### config.mk
export PLATFORM = sky130hd
export DESIGN_NAME = spi_slave
export DESIGN_NICKNAME = d
export VERILOG_FILES = /design/src/rtl/spi_pkg.sv /design/src/rtl/sync_ff.sv /design/src/rtl/spi_slave.sv
export SDC_FILE = /design/constraint.sdc
export NUM_CORES = 1
export LEC_CHECK = 0
export CORE_MARGIN = 3
export CORE_UTILIZATION = 25
export DETAILED_ROUTE_END_ITERATION = 12
export PLACE_DENSITY = 0.47
export SKIP_LAST_GASP = 1
export SYNTH_ARGS = -nofsm -noshare
export SYNTH_HDL_FRONTEND = slang
export SYNTH_SLANG_ARGS = --single-unit
### constraint.sdc
create_clock -name i_brd_clk -period 2.3 [get_ports i_brd_clk]
set_input_delay 0.69 -clock i_brd_clk [delete_from_list [all_inputs] [get_ports i_brd_clk]]
set_output_delay 0.69 -clock i_brd_clk [all_outputs]
set_load 0.01 [all_outputs]
### src/rtl/spi_pkg.sv
// Shared SPI definitions: FSM state encoding, default frame width
// and the mode-0 clocking constants common to master and slave.
package spi_pkg;

  localparam int SPI_DATA_W_DEFAULT = 8;

  localparam logic SPI_CPOL = 1'b0;
  localparam logic SPI_CPHA = 1'b0;

  typedef logic [1:0] spi_state_t;

  localparam spi_state_t ST_IDLE  = 2'd0;
  localparam spi_state_t ST_LOAD  = 2'd1;
  localparam spi_state_t ST_SHIFT = 2'd2;

endpackage

### src/rtl/sync_ff.sv
// Single-bit multi-flop synchronizer with a configurable
// reset level so idle bus values produce no edge on release.
module sync_ff #(
  parameter int   DEPTH   = 2,
  parameter logic RST_VAL = 1'b0
) (
  input  logic clk,
  input  logic rst_n,
  input  logic d,
  output logic q
);

  logic [DEPTH-1:0] stg;

  always_ff @(posedge clk or negedge rst_n) begin
    if (!rst_n) begin
      stg <= {DEPTH{RST_VAL}};
    end else begin
      stg <= {stg[DEPTH-2:0], d};
    end
  end

  assign q = stg[DEPTH-1];

endmodule

### src/rtl/spi_slave.sv
// SPI mode-0 slave, oversampled on the board clock, with a
// one-deep tx holding register and strobed rx/underrun/abort.
module spi_slave
  import spi_pkg::*;
#(
  parameter int DATA_W      = SPI_DATA_W_DEFAULT,
  parameter int SYNC_STAGES = 2
) (
  input  logic              i_brd_clk,
  input  logic              i_reset_n,
  input  logic              i_spi_sclk,
  input  logic              i_spi_ss_n,
  input  logic              i_spi_mosi,
  output logic              o_spi_miso,
  output logic              o_spi_miso_oe,
  input  logic [DATA_W-1:0] i_tx_data,
  input  logic              i_tx_valid,
  output logic              o_tx_ready,
  output logic [DATA_W-1:0] o_rx_data,
  output logic              o_rx_valid,
  output logic              o_tx_underrun,
  output logic              o_frame_abort
);

  localparam int CW = $clog2(DATA_W);
  localparam logic [CW-1:0] LAST = CW'(DATA_W - 1);

  logic sclk_s, ss_s, mosi_s;
  logic sclk_d, ss_d;
  logic sclk_rise, sclk_fall, ss_fall;

  spi_state_t        state;
  logic [CW-1:0]     bit_cnt;
  logic [DATA_W-1:0] tx_sr, rx_sr, hold;
  logic              hold_full;

  sync_ff #(.DEPTH(SYNC_STAGES), .RST_VAL(1'b0)) u_sync_sclk (
    .clk(i_brd_clk), .rst_n(i_reset_n), .d(i_spi_sclk), .q(sclk_s)
  );

  sync_ff #(.DEPTH(SYNC_STAGES), .RST_VAL(1'b1)) u_sync_ss (
    .clk(i_brd_clk), .rst_n(i_reset_n), .d(i_spi_ss_n), .q(ss_s)
  );

  sync_ff #(.DEPTH(SYNC_STAGES), .RST_VAL(1'b0)) u_sync_mosi (
    .clk(i_brd_clk), .rst_n(i_reset_n), .d(i_spi_mosi), .q(mosi_s)
  );

  assign sclk_rise = sclk_s & ~sclk_d;
  assign sclk_fall = ~sclk_s & sclk_d;
  assign ss_fall   = ~ss_s & ss_d;

  always_ff @(posedge i_brd_clk or negedge i_reset_n) begin
    if (!i_reset_n) begin
      sclk_d        <= 1'b0;
      ss_d          <= 1'b1;
      state         <= ST_IDLE;
      bit_cnt       <= '0;
      tx_sr         <= '0;
      rx_sr         <= '0;
      hold          <= '0;
      hold_full     <= 1'b0;
      o_rx_data     <= '0;
      o_rx_valid    <= 1'b0;
      o_tx_underrun <= 1'b0;
      o_frame_abort <= 1'b0;
    end else begin
      sclk_d        <= sclk_s;
      ss_d          <= ss_s;
      o_rx_valid    <= 1'b0;
      o_tx_underrun <= 1'b0;
      o_frame_abort <= 1'b0;
      if (i_tx_valid && !hold_full) begin
        hold      <= i_tx_data;
        hold_full <= 1'b1;
      end
      case (state)
        ST_IDLE: begin
          if (ss_fall) state <= ST_LOAD;
        end
        ST_LOAD: begin
          if (hold_full) begin
            tx_sr     <= hold;
            hold_full <= 1'b0;
          end else begin
            tx_sr         <= '0;
            o_tx_underrun <= 1'b1;
          end
          bit_cnt <= '0;
          state   <= ST_SHIFT;
        end
        ST_SHIFT: begin
          if (ss_s) begin
            o_frame_abort <= (bit_cnt != '0);
            rx_sr         <= '0;
            bit_cnt       <= '0;
            state         <= ST_IDLE;
          end else begin
            if (sclk_rise) begin
              rx_sr <= {rx_sr[DATA_W-2:0], mosi_s};
              if (bit_cnt == LAST) begin
                o_rx_data  <= {rx_sr[DATA_W-2:0], mosi_s};
                o_rx_valid <= 1'b1;
                bit_cnt    <= '0;
                state      <= ST_LOAD;
              end else begin
                bit_cnt <= bit_cnt + 1'b1;
              end
            end
            // bit_cnt==0 marks the trailing fall after the last bit
            if (sclk_fall && bit_cnt != '0) begin
              tx_sr <= {tx_sr[DATA_W-2:0], 1'b0};
            end
          end
        end
        default: state <= ST_IDLE;
      endcase
    end
  end

  assign o_spi_miso    = tx_sr[DATA_W-1];
  assign o_spi_miso_oe = (state != ST_IDLE);
  assign o_tx_ready    = ~hold_full;

endmodule

==> qor.yml, run 1 <==
worst_setup_path:
  path_class: "reg -> out"
  critPathCaptureType: "output port"
  timing.rr.start: "state[1]$_DFFE_PN0P_"
  reg2reg_slack_ns: 0.47
  r2r-end: "state[0]$_DFFE_PN0P_"
  r2r_cells: 7
  startpoint_type: "register"
  required_ns: 1.61
  crit_fanout: 3
  worstPathArrival_ns: 1.52
placement:
  place_ws_ns: 0.276
  io_buffer_count: 27
  dp_cells: 298
  place.gp.congestion: 0.800
  dp.final_hpwl_um: 2630
logic_synthesis:
  syn-num-nets: 195
  netlist_instances: 172
  synth_ff_type: "dfrtp_1"
  ys_types: 29
  synth_area_um2: 2040
  synth_seq_cells: 48
  post_synth.cell_area_avg_um2: 11.8
  synth-edff-count: 0
  ys_seq_area_share_pct: 59.2
  synth-async-reset-ratio_pct: 100
  yosysWarningCount: 0
detailed_routing:
  post_drt_via_cell_ratio: 4.31
  ant_nets: 0
  drt_wl_total_um: 3800
  dr_total_vias: 1329
  routedWlPerCell_um: 12.3
  drtIter0Drc: 59
  drc: 0
  firstDrtPassIters: 4
grt:
  grt_max_degree: 49
  grt_util_all_layers_pct: 9.31
  grt-ovfl-total: 0
  grt_pass1_wl_um: 6670
  antenna_found_initial: 0
  grt_pass1_vias: 1399
pwr:
  peakVddDrop_mv: 0.378
  power_density_nw_per_um2: 1130
  leakagePower_nw: 1.15
  power.total_mw: 2.91
sta:
  finalHoldViolCount: 0
  rsz0062_at_grt: "no"
  worst_pin_slew_ns: 0.513
  finalSetupViolCount: 0
  period_needed_ns: 2.21
  fin_hold_ws_ns: 0.356
  fin_setup_tns_ns: 0
  max_freq_ghz: 0.453
  skew_ns: 0.00653
  worst_slack_ns: 0.0917
  period_share_pct: 96.0
  slew-limit-headroom_pct: 65.7
  slew_viol_final: 0
final_layout:
  finalNonFillerCells: 308
  area_growth_pct: 26.5
  layout.area.seq_um2: 1200
  drive_above_1_share_pct: 18.9
  multiInputGateArea_um2: 737
  antenna_cells: 0
  fillers: 825
  final_nets: 228
worst_hold_path:
  hold_end: "u_sync_mosi.stg[1]$_DFF_PN0_"
  hold_depth: 0
  min_path_type: "reg -> reg"
  hp-start: "u_sync_mosi.stg[0]$_DFF_PN0_"
floorplan:
  fp-row-count: 32
  start_util_pct: 26.1
  die-width_um: 96.2
  die_area_um2: 9260
  fp.dieH_um: 96.2
  ios: 28
  core_area_um2: 7810
clocking:
  htree_levels: 2
  clk_path_buf_depth: 2
  cts-buffers-inserted: 5
  path_clk_slew_ns: 0.09
  clock_latency_ns: 0.29
  hold_buffers: 0
  cts_sinks: 48
  tritoncts: "yes"
  clockRootBuffer: "clkbuf_8"
run:
  drv_cap: 0
outcome:
  status: "finished, final reports clean"
## Yosys cell counts, drive strengths merged (2+ instances only)
library cell / n / area (um^2)
nand3: 3 / 15.0
dfstp: 3 / 78.8
a22oi: 6 / 45.0
clkbuf: 2 / 7.51
a21oi: 2 / 10.0
o22ai: 6 / 37.5
nand2: 24 / 90.1
o21ai: 11 / 55.1
buf: 5 / 30.0
mux2: 12 / 135
ha: 9 / 113
nand2b: 2 / 12.5
dfrtp: 45 / 1130
nor2: 4 / 15.0
inv: 15 / 56.3
o221a: 7 / 78.8
nor2b: 6 / 52.6
## where the power goes
| group | leakage [nW] | internal (mW) | switching [mW] |
|---|---|---|---|
| Sequential | 0.598 | 1.09 | 0.156 |
| Clock | 0.0645 | 0.384 | 0.274 |
| Combinational | 0.485 | 0.549 | 0.462 |
## logic make-up (layout without fill, tap and decap cells)
| family | count (synthesis) | in the layout | synth area share [%] |
|---|---|---|---|
| DFF | 48 | 48 | 59.2 |
| adders and majority gates | 9 | 9 | 5.53 |
| muxes | 13 | 13 | 7.13 |
| and+or+nand+nor | 43 | 43 | 10.3 |
| buffers and inverters | 22 | 56 | 4.61 |
| AOI/OAI and AO/OA | 37 | 37 | 13.2 |
## sequential cells by signal (all words and copies together), names as in the netlist
register	count
u_sync_ss.stg	2
ss_d	1
o_frame_abort	1
tx_sr	8
o_tx_underrun	1
state	2
hold	8
o_rx_data	8
hold_full	1
o_rx_valid	1
u_sync_sclk.stg	2
u_sync_mosi.stg	2
bit_cnt	3
rx_sr	7
sclk_d	1
## how the worst max path moves through the flow
stage | startpoint | endpoint | slack, ns | cells after the start
2_1_floorplan | state[0]$_DFFE_PN0P_ | tx_sr[1]$_DFFE_PN0P_ | 0.66 | 6
3_3_place_gp | state[0]$_DFFE_PN0P_ | o_spi_miso_oe | 0.33 | 4
3_5_place_dp | state[0]$_DFFE_PN0P_ | o_spi_miso_oe | 0.28 | 4
4_1_cts | state[0]$_DFFE_PN0P_ | o_spi_miso_oe | 0.06 | 4
5_1_grt | state[0]$_DFFE_PN0P_ | o_spi_miso_oe | 0.02 | 4
6_report | state[0]$_DFFE_PN0P_ | o_spi_miso_oe | 0.09 | 4
## what timing repair did
action,CTS,global route
setup endpoints to repair,1,0
setup buffers,2,0
gates resized for setup,0,0
## critical path, cell delays in order, from the launching register on
cell and delay (ns):
dfrtp_1 0.35, inv_1 0.07, ha_1 0.21, inv_1 0.07, clkdlybuf4s50_1 0.53
## final cells by class
cell class | instances | area share (%)
well taps | 102 | 4.96
multi-input cells | 102 | 28.6
repair buffers | 33 | 12.5
clock buffers | 7 | 3.74
flip-flops and latches | 48 | 46.8
clock inverters | 1 | 1.17
inverters | 15 | 2.19
## stage by stage
step / cell area, um^2 / util (%)
2_1_floorplan: 2040 / -
3_3_place_gp: 2430 / 31.2
4_1_cts: 2570 / 33.0
6_report: 2570 / 33.0
3_5_place_dp: 2430 / 31.2
5_1_grt: 2570 / 33.0
## routing by layer
| layer | vias to the layer above | part of all wire (%) | GRT usage (%) |
|---|---|---|---|
| met5 | - | 0 | 0 |
| met4 | 0 | 1.4 | 3.55 |
| met3 | 4 | 4.3 | 2.66 |
| met2 | 25 | 47 | 14.5 |
| met1 | 644 | 47 | 12.1 |
| li1 | 656 | - | - |
## cells in the final DEF (no fill, tap or decap)
cell type	netlist	layout
nand2_1	24	24
and2_1	1	1
o21bai_1	1	1
or4_1	1	1
dfrtp_1	45	45
mux2_2	12	12
nor3_1	1	1
and3_1	1	1
a22oi_1	6	6
nor2b_4	2	2
a21oi_1	2	2
ha_1	9	9
bufinv_16	0	1
nor2_1	4	4
a22o_1	1	1
o311ai_1	1	1
nand2b_1	2	2
nor2b_1	4	4
buf_12	0	1
a32o_1	1	1
o21ai_0	11	11
inv_1	15	15
buf_2	3	1
clkdlybuf4s50_1	0	26
nand3_1	3	3
clkbuf_8	0	7
mux2i_1	1	1
o22ai_1	6	6
a21o_1	1	1
dfstp_2	3	3
buf_4	2	5
o221a_2	7	7
No activity file was read; power rests on OpenSTA's default activity.
==> run 2: changes to the inputs <==
- TNS_END_PERCENT: not set -> 30
==> results of run 2 <==
Final layout, timing and power as in run 1 (identical DEF).
